<file path="src/rtl/mem_port_pipelined.sv">
// Single-ported word RAM data port with byte/half/word access, valid/ready
// request and response channels, programmable latency and fault reporting.
module mem_port_pipelined #(
    parameter int unsigned WORDS     = 32,
    parameter logic [31:0] BASE_ADDR = 32'h0000_0000,
    parameter bit          IS_STACK  = 1'b0,
    parameter int unsigned LATENCY   = 1
) (
    input  logic                  clk_i,
    input  logic                  reset_i,
    input  logic [32*WORDS-1:0]   init_data_i,
    input  logic                  req_valid_i,
    output logic                  req_ready_o,
    input  logic                  req_we_i,
    input  logic [1:0]            req_size_i,
    input  logic                  req_unsigned_i,
    input  logic [31:0]           req_vptr_i,
    input  logic [31:0]           req_sw_data_i,
    output logic                  resp_valid_o,
    input  logic                  resp_ready_i,
    output logic [31:0]           resp_lw_data_o,
    output logic [1:0]            resp_fault_o,
    input  logic                  en_trace_i
);

    localparam int unsigned AW           = $clog2(WORDS);
    localparam logic [31:0] REGION_BYTES = 32'(4 * WORDS);
    localparam logic [31:0] REGION_LOW   = IS_STACK ? (BASE_ADDR - REGION_BYTES) : BASE_ADDR;
    localparam int unsigned CW           = (LATENCY > 1) ? $clog2(LATENCY) : 1;
    localparam logic [CW-1:0] CNT_LOAD   = CW'(LATENCY - 1);

    localparam logic [1:0] F_OK    = 2'd0;
    localparam logic [1:0] F_ALIGN = 2'd1;
    localparam logic [1:0] F_RANGE = 2'd2;
    localparam logic [1:0] F_SIZE  = 2'd3;

    typedef enum logic [1:0] {S_IDLE, S_WAIT, S_RESP} state_e;

    state_e         state_q, state_d;
    logic [CW-1:0]  cnt_q, cnt_d;
    logic [31:0]    rdata_q, rdata_d;
    logic [1:0]     fault_q, fault_d;
    logic [31:0]    mem_q [WORDS];

    logic [31:0]    off;
    logic           in_range;
    logic [AW-1:0]  slot;
    logic [1:0]     lane;
    logic [1:0]     fault_c;
    logic           accept;
    logic           we_fire;
    logic [31:0]    rd_word;
    logic [31:0]    shifted;
    logic [31:0]    load_val;
    logic [3:0]     be;
    logic [31:0]    wdata;
    logic           trace_evt_unused;

    // Underflow below the region wraps to a large offset and so reads as out of range.
    assign off      = req_vptr_i - REGION_LOW;
    assign in_range = off < REGION_BYTES;
    assign slot     = off[AW+1:2];
    assign lane     = req_vptr_i[1:0];

    always_comb begin
        fault_c = F_OK;
        if (req_size_i == 2'd3)
            fault_c = F_SIZE;
        else if ((req_size_i == 2'd1 && lane[0]) || (req_size_i == 2'd2 && lane != 2'd0))
            fault_c = F_ALIGN;
        else if (!in_range)
            fault_c = F_RANGE;
    end

    assign accept  = req_valid_i && req_ready_o;
    assign we_fire = accept && req_we_i && (fault_c == F_OK);

    assign rd_word = mem_q[slot];
    assign shifted = rd_word >> {lane, 3'b000};

    always_comb begin
        load_val = rd_word;
        unique case (req_size_i)
            2'd0:    load_val = req_unsigned_i ? {24'h0, shifted[7:0]}
                                               : {{24{shifted[7]}}, shifted[7:0]};
            2'd1:    load_val = req_unsigned_i ? {16'h0, shifted[15:0]}
                                               : {{16{shifted[15]}}, shifted[15:0]};
            default: load_val = rd_word;
        endcase
    end

    always_comb begin
        be    = 4'b1111;
        wdata = req_sw_data_i;
        unique case (req_size_i)
            2'd0: begin
                be    = 4'b0001 << lane;
                wdata = {4{req_sw_data_i[7:0]}};
            end
            2'd1: begin
                be    = lane[1] ? 4'b1100 : 4'b0011;
                wdata = {2{req_sw_data_i[15:0]}};
            end
            default: begin
                be    = 4'b1111;
                wdata = req_sw_data_i;
            end
        endcase
    end

    always_ff @(posedge clk_i) begin
        if (reset_i) begin
            for (int unsigned k = 0; k < WORDS; k++)
                mem_q[k] <= init_data_i[32*k +: 32];
        end else if (we_fire) begin
            for (int unsigned b = 0; b < 4; b++)
                if (be[b])
                    mem_q[slot][8*b +: 8] <= wdata[8*b +: 8];
        end
    end

    always_ff @(posedge clk_i) begin
        if (reset_i) begin
            state_q <= S_IDLE;
            cnt_q   <= '0;
            rdata_q <= '0;
            fault_q <= '0;
        end else begin
            state_q <= state_d;
            cnt_q   <= cnt_d;
            rdata_q <= rdata_d;
            fault_q <= fault_d;
        end
    end

    always_comb begin
        state_d = state_q;
        cnt_d   = cnt_q;
        rdata_d = rdata_q;
        fault_d = fault_q;
        unique case (state_q)
            S_IDLE: ;
            S_WAIT: begin
                cnt_d = cnt_q - CW'(1);
                if (cnt_q == CW'(1))
                    state_d = S_RESP;
            end
            S_RESP: if (resp_ready_i) state_d = S_IDLE;
            default: state_d = S_IDLE;
        endcase
        // A pop and a fresh accept can share one edge; the accept wins.
        if (accept) begin
            state_d = (LATENCY == 1) ? S_RESP : S_WAIT;
            cnt_d   = CNT_LOAD;
            rdata_d = (fault_c == F_OK && !req_we_i) ? load_val : '0;
            fault_d = fault_c;
        end
    end

    always_comb begin
        req_ready_o    = !reset_i && (state_q == S_IDLE || (state_q == S_RESP && resp_ready_i));
        resp_valid_o   = (state_q == S_RESP);
        resp_lw_data_o = rdata_q;
        resp_fault_o   = fault_q;
    end

    // Trace events (accepted stores and faults) are left for simulation probes only.
    assign trace_evt_unused = en_trace_i && accept && (req_we_i || fault_c != F_OK);

endmodule

</file>
<file path="config.mk">
export PLATFORM = sky130hd
export DESIGN_NAME = mem_port_pipelined
export DESIGN_NICKNAME = d
export VERILOG_FILES = /design/src/rtl/mem_port_pipelined.sv
export SDC_FILE = /design/constraint.sdc
export NUM_CORES = 2
export LEC_CHECK = 0
export CAP_MARGIN = 10
export CORE_AREA = 5 5 444 446
export DETAILED_ROUTE_END_ITERATION = 7
export DIE_AREA = 0 0 449 451
export GPL_ROUTABILITY_DRIVEN = 0
export SYNTH_ARGS = -nofsm -noshare
export SYNTH_HDL_FRONTEND = slang
export SYNTH_SLANG_ARGS = --single-unit
</file>
<file path="constraint.sdc">
create_clock -name clk_i -period 4 [get_ports clk_i]
set_clock_uncertainty 0.05 [all_clocks]
set_input_delay 1.2 -clock clk_i [delete_from_list [all_inputs] [get_ports clk_i]]
set_output_delay 1.2 -clock clk_i [all_outputs]
set_load 0.05 [all_outputs]
</file>
==> results.toml <==
[worst_hold_path]
hp-class = "flop to flop"

[critical_path]
critPathKind = "primary input to flop"
crit_path_start_kind = "primary input"
crit_chain = "clkdlybuf4s50_1 -> nor4_1 -> nand4_1 -> buf_4 -> nor2_4 -> nand3_1 -> buf_4 -> a21oi_4 -> buf_12 -> nand3_1 -> buf_4 -> nand2_1 -> buf_12"
crit_required_ns = 4.46
worst_setup_path_end_kind = "flop"
crit_fanout = 32
cp.buffers_inverters = 6
worstPathArrival_ns = 4.14
cp_slowest_stage_delay_ns = 0.40
slowest_stage = "clkdlybuf4s50_1"
cp_top_family = "buffers and inverters"
critPathMostFrequentCell = "buf_4"

[sta]
finalCriticalPeriod_ns = 3.69
slew_headroom = 0.261
timing.final.hold_violations = 0
rsz0062_at_grt = "false"
fmax_ghz = 0.271
setup_ws_ns = 0.312
tightest_slew_ns = 1.10
drv_slew = 0
final-setup-viol-count = 0
post-route-period-util = 0.922

[synthesis]
synth_area_leaders = "edfxtp_1 (57%), mux2_2 (17%), mux4_2 (9.4%), a21oi_1 (2.2%), nor2_1 (1.9%)"
async_reset_ff_frac = 0
synthFlopType = "edfxtp_1"
syn-cell-area_sq_um = 54100
synth_edf_count = 1024
synth.most_common_cell = "edfxtp_1"
synth_cell_types = 59
avgSynthCellArea_sq_um = 14.8
yosys_warnings = 0
synth_cells = 3655
yosysSeqAreaShare = 0.581
synth_commonest_cells = "edfxtp_1 (1024), mux2_2 (825), nor2_1 (274)"
yosys.area.top_type = "edfxtp_1"
ys_ff_latch = 1059
synthesis.nets = 4752
synth_top_area_frac = 0.568

[clock_tree]
worstSkewPairLatency_ns = 0.81
clock_sinks = 1059
cts_made_buffers = 131
h-tree-depth = 4
cts_root_buf = "clkbuf_16"
cts_tree = "done"
cts.clk_slew.worst_paths_ns = 0.06
cts_buffer_depth = 3

[routing]
first_iter_violations = 4251
vias = 42800
drc = 0
vias_per_cell = 5.32
ant_nets = 0
avgRoutedWirePerCell_microns = 35.7
firstDrtPassIters = 5
drt-total-wl_mm = 287

[global_routing]
grt_pass1_wl_mm = 379
grt_antenna_before_repair = 117
grtUsageTotal = 0.273
grt_util_met1 = 0.336
grt.busiest_layer = "met2"
grt.met3_usage = 0.0649
grt_start_max_net_pins = 127
grt-ovfl-total = 0
use_met2 = 0.455
first_global_vias = 43500

[cells_and_area]
drive_above_1_share = 0.374
area_growth_pct = 45.7
nets = 6428

[placed_design]
port_buffers = 1131
dp_hpwl_mm = 228
pre_cts_ws_ns = -0.948

[floorplanning]
core_sq_um = 192000
initial_core_util = 0.282
die_h_microns = 451
rows = 161
dieArea_sq_um = 202000
pin_count = 1133
die_w_microns = 449

[power_and_ir_drop]
p_leak_nw = 27.9
max-vdd-ir-drop_uv = 408
powerDensity_nw_per_um2 = 384
total_power_mw = 30.3

[flow_run]
max-cap-violations = 0

[outcome]
outcome = "completed"
## cell type report
| cell class | count | area [sq um] |
|---|---|---|
| Inverter | 6 | 25.0 |
| Fill cell | 17900 | 113000 |
| Clock buffer | 161 | 3390 |
| Timing Repair Buffer | 1828 | 18100 |
| Sequential cell | 1059 | 31500 |
| Clock inverter | 75 | 860 |
| Tap cell | 2526 | 3160 |
| Antenna cell | 80 | 200 |
| Multi-Input combinational cell | 2305 | 21600 |
## logic make-up after synthesis
logic type,after synthesis,synth area share
buffers and inverters,291,0.0228
muxes,1144,0.283
DFF,1059,0.581
AOI/OAI and AO/OA,520,0.0579
and+or+nand+nor,641,0.0550
## repair_timing
action / CTS / global route
endpoints found under the setup margin: 331 / 33
resized for setup: 1 / 1
pin swaps: 0 / 1
hold buffers: 0 / 0
buffers inserted: 0 / 0
## power breakdown
group	switching [mW]	total, mW	internal [mW]
logic	2.47	4.98	2.51
clock network	5.21	11.9	6.74
registers	0.243	13.4	13.1
## metrics by stage
step	area (sq um)	std cells	hold WS, ns	util	setup TNS (ns)
2_1_floorplan	54100	3655	0.606	-	0
3_3_place_gp	74400	7724	0.382	0.387	-1583.18
3_5_place_dp	74400	7724	0.381	0.387	-1565.23
4_1_cts	78600	7960	0.391	0.409	0
5_1_grt	78800	8020	0.423	0.410	0
6_report	78800	8040	0.389	0.410	0
## layer usage
layer  wire length (microns)  up-vias
met3                   22700      489
met5                     154        -
li1                        -    18000
met2                  139000     2419
met1                  111000    21900
met4                   13600       22
## flip-flops by register name (all words and copies together) (netlist names)
register,count
state_q,1
resp_fault_o,2
mem_q,1024
resp_lw_data_o,32
## layout by cell type, fill, tap and decap left out, types with 6 or more instances in the layout
cell type / instances
or2_2: 8
nand3_1: 59
diode_2: 80
or4bb_1: 6
nand4_1: 19
o21ai_0: 71
mux2_2: 825
dfxtp_1: 35
a22oi_1: 101
buf_12: 132
nor2b_1: 6
buf_4: 568
mux4_2: 226
clkbuf_16: 131
nor2_4: 11
bufinv_16: 9
inv_6: 6
clkinv_1: 23
a21boi_0: 12
a221oi_1: 21
a21oi_1: 233
nand2_1: 182
mux2i_1: 83
nor4_1: 13
o211ai_1: 10
clkdlybuf4s50_1: 1113
clkbuf_1: 30
edfxtp_1: 1024
mux2i_2: 7
o22ai_1: 36
nor2_1: 272
clkinv_2: 16
clkinv_16: 6
buf_2: 13
nor2_2: 19
clkinvlp_4: 8
## final timing paths
kind                     start                 to  slack, ns  cells after the start
max reg2reg      mem_q[10][29]  resp_lw_data_o[5]       1.16                      8
min          resp_lw_data_o[2]  resp_lw_data_o[2]       0.39                      2
min reg2reg  resp_lw_data_o[2]  resp_lw_data_o[2]       0.39                      2
max             req_vptr_i[31]       mem_q[5][28]       0.31                     13
## worst min-delay path, delay by kind of cell, from the launching register on
family / cells / cell delay, ns
AND/OR/NAND/NOR: 2 / 0.09
flip-flops: 1 / 0.31
Power figures use the tool's default switching activity.
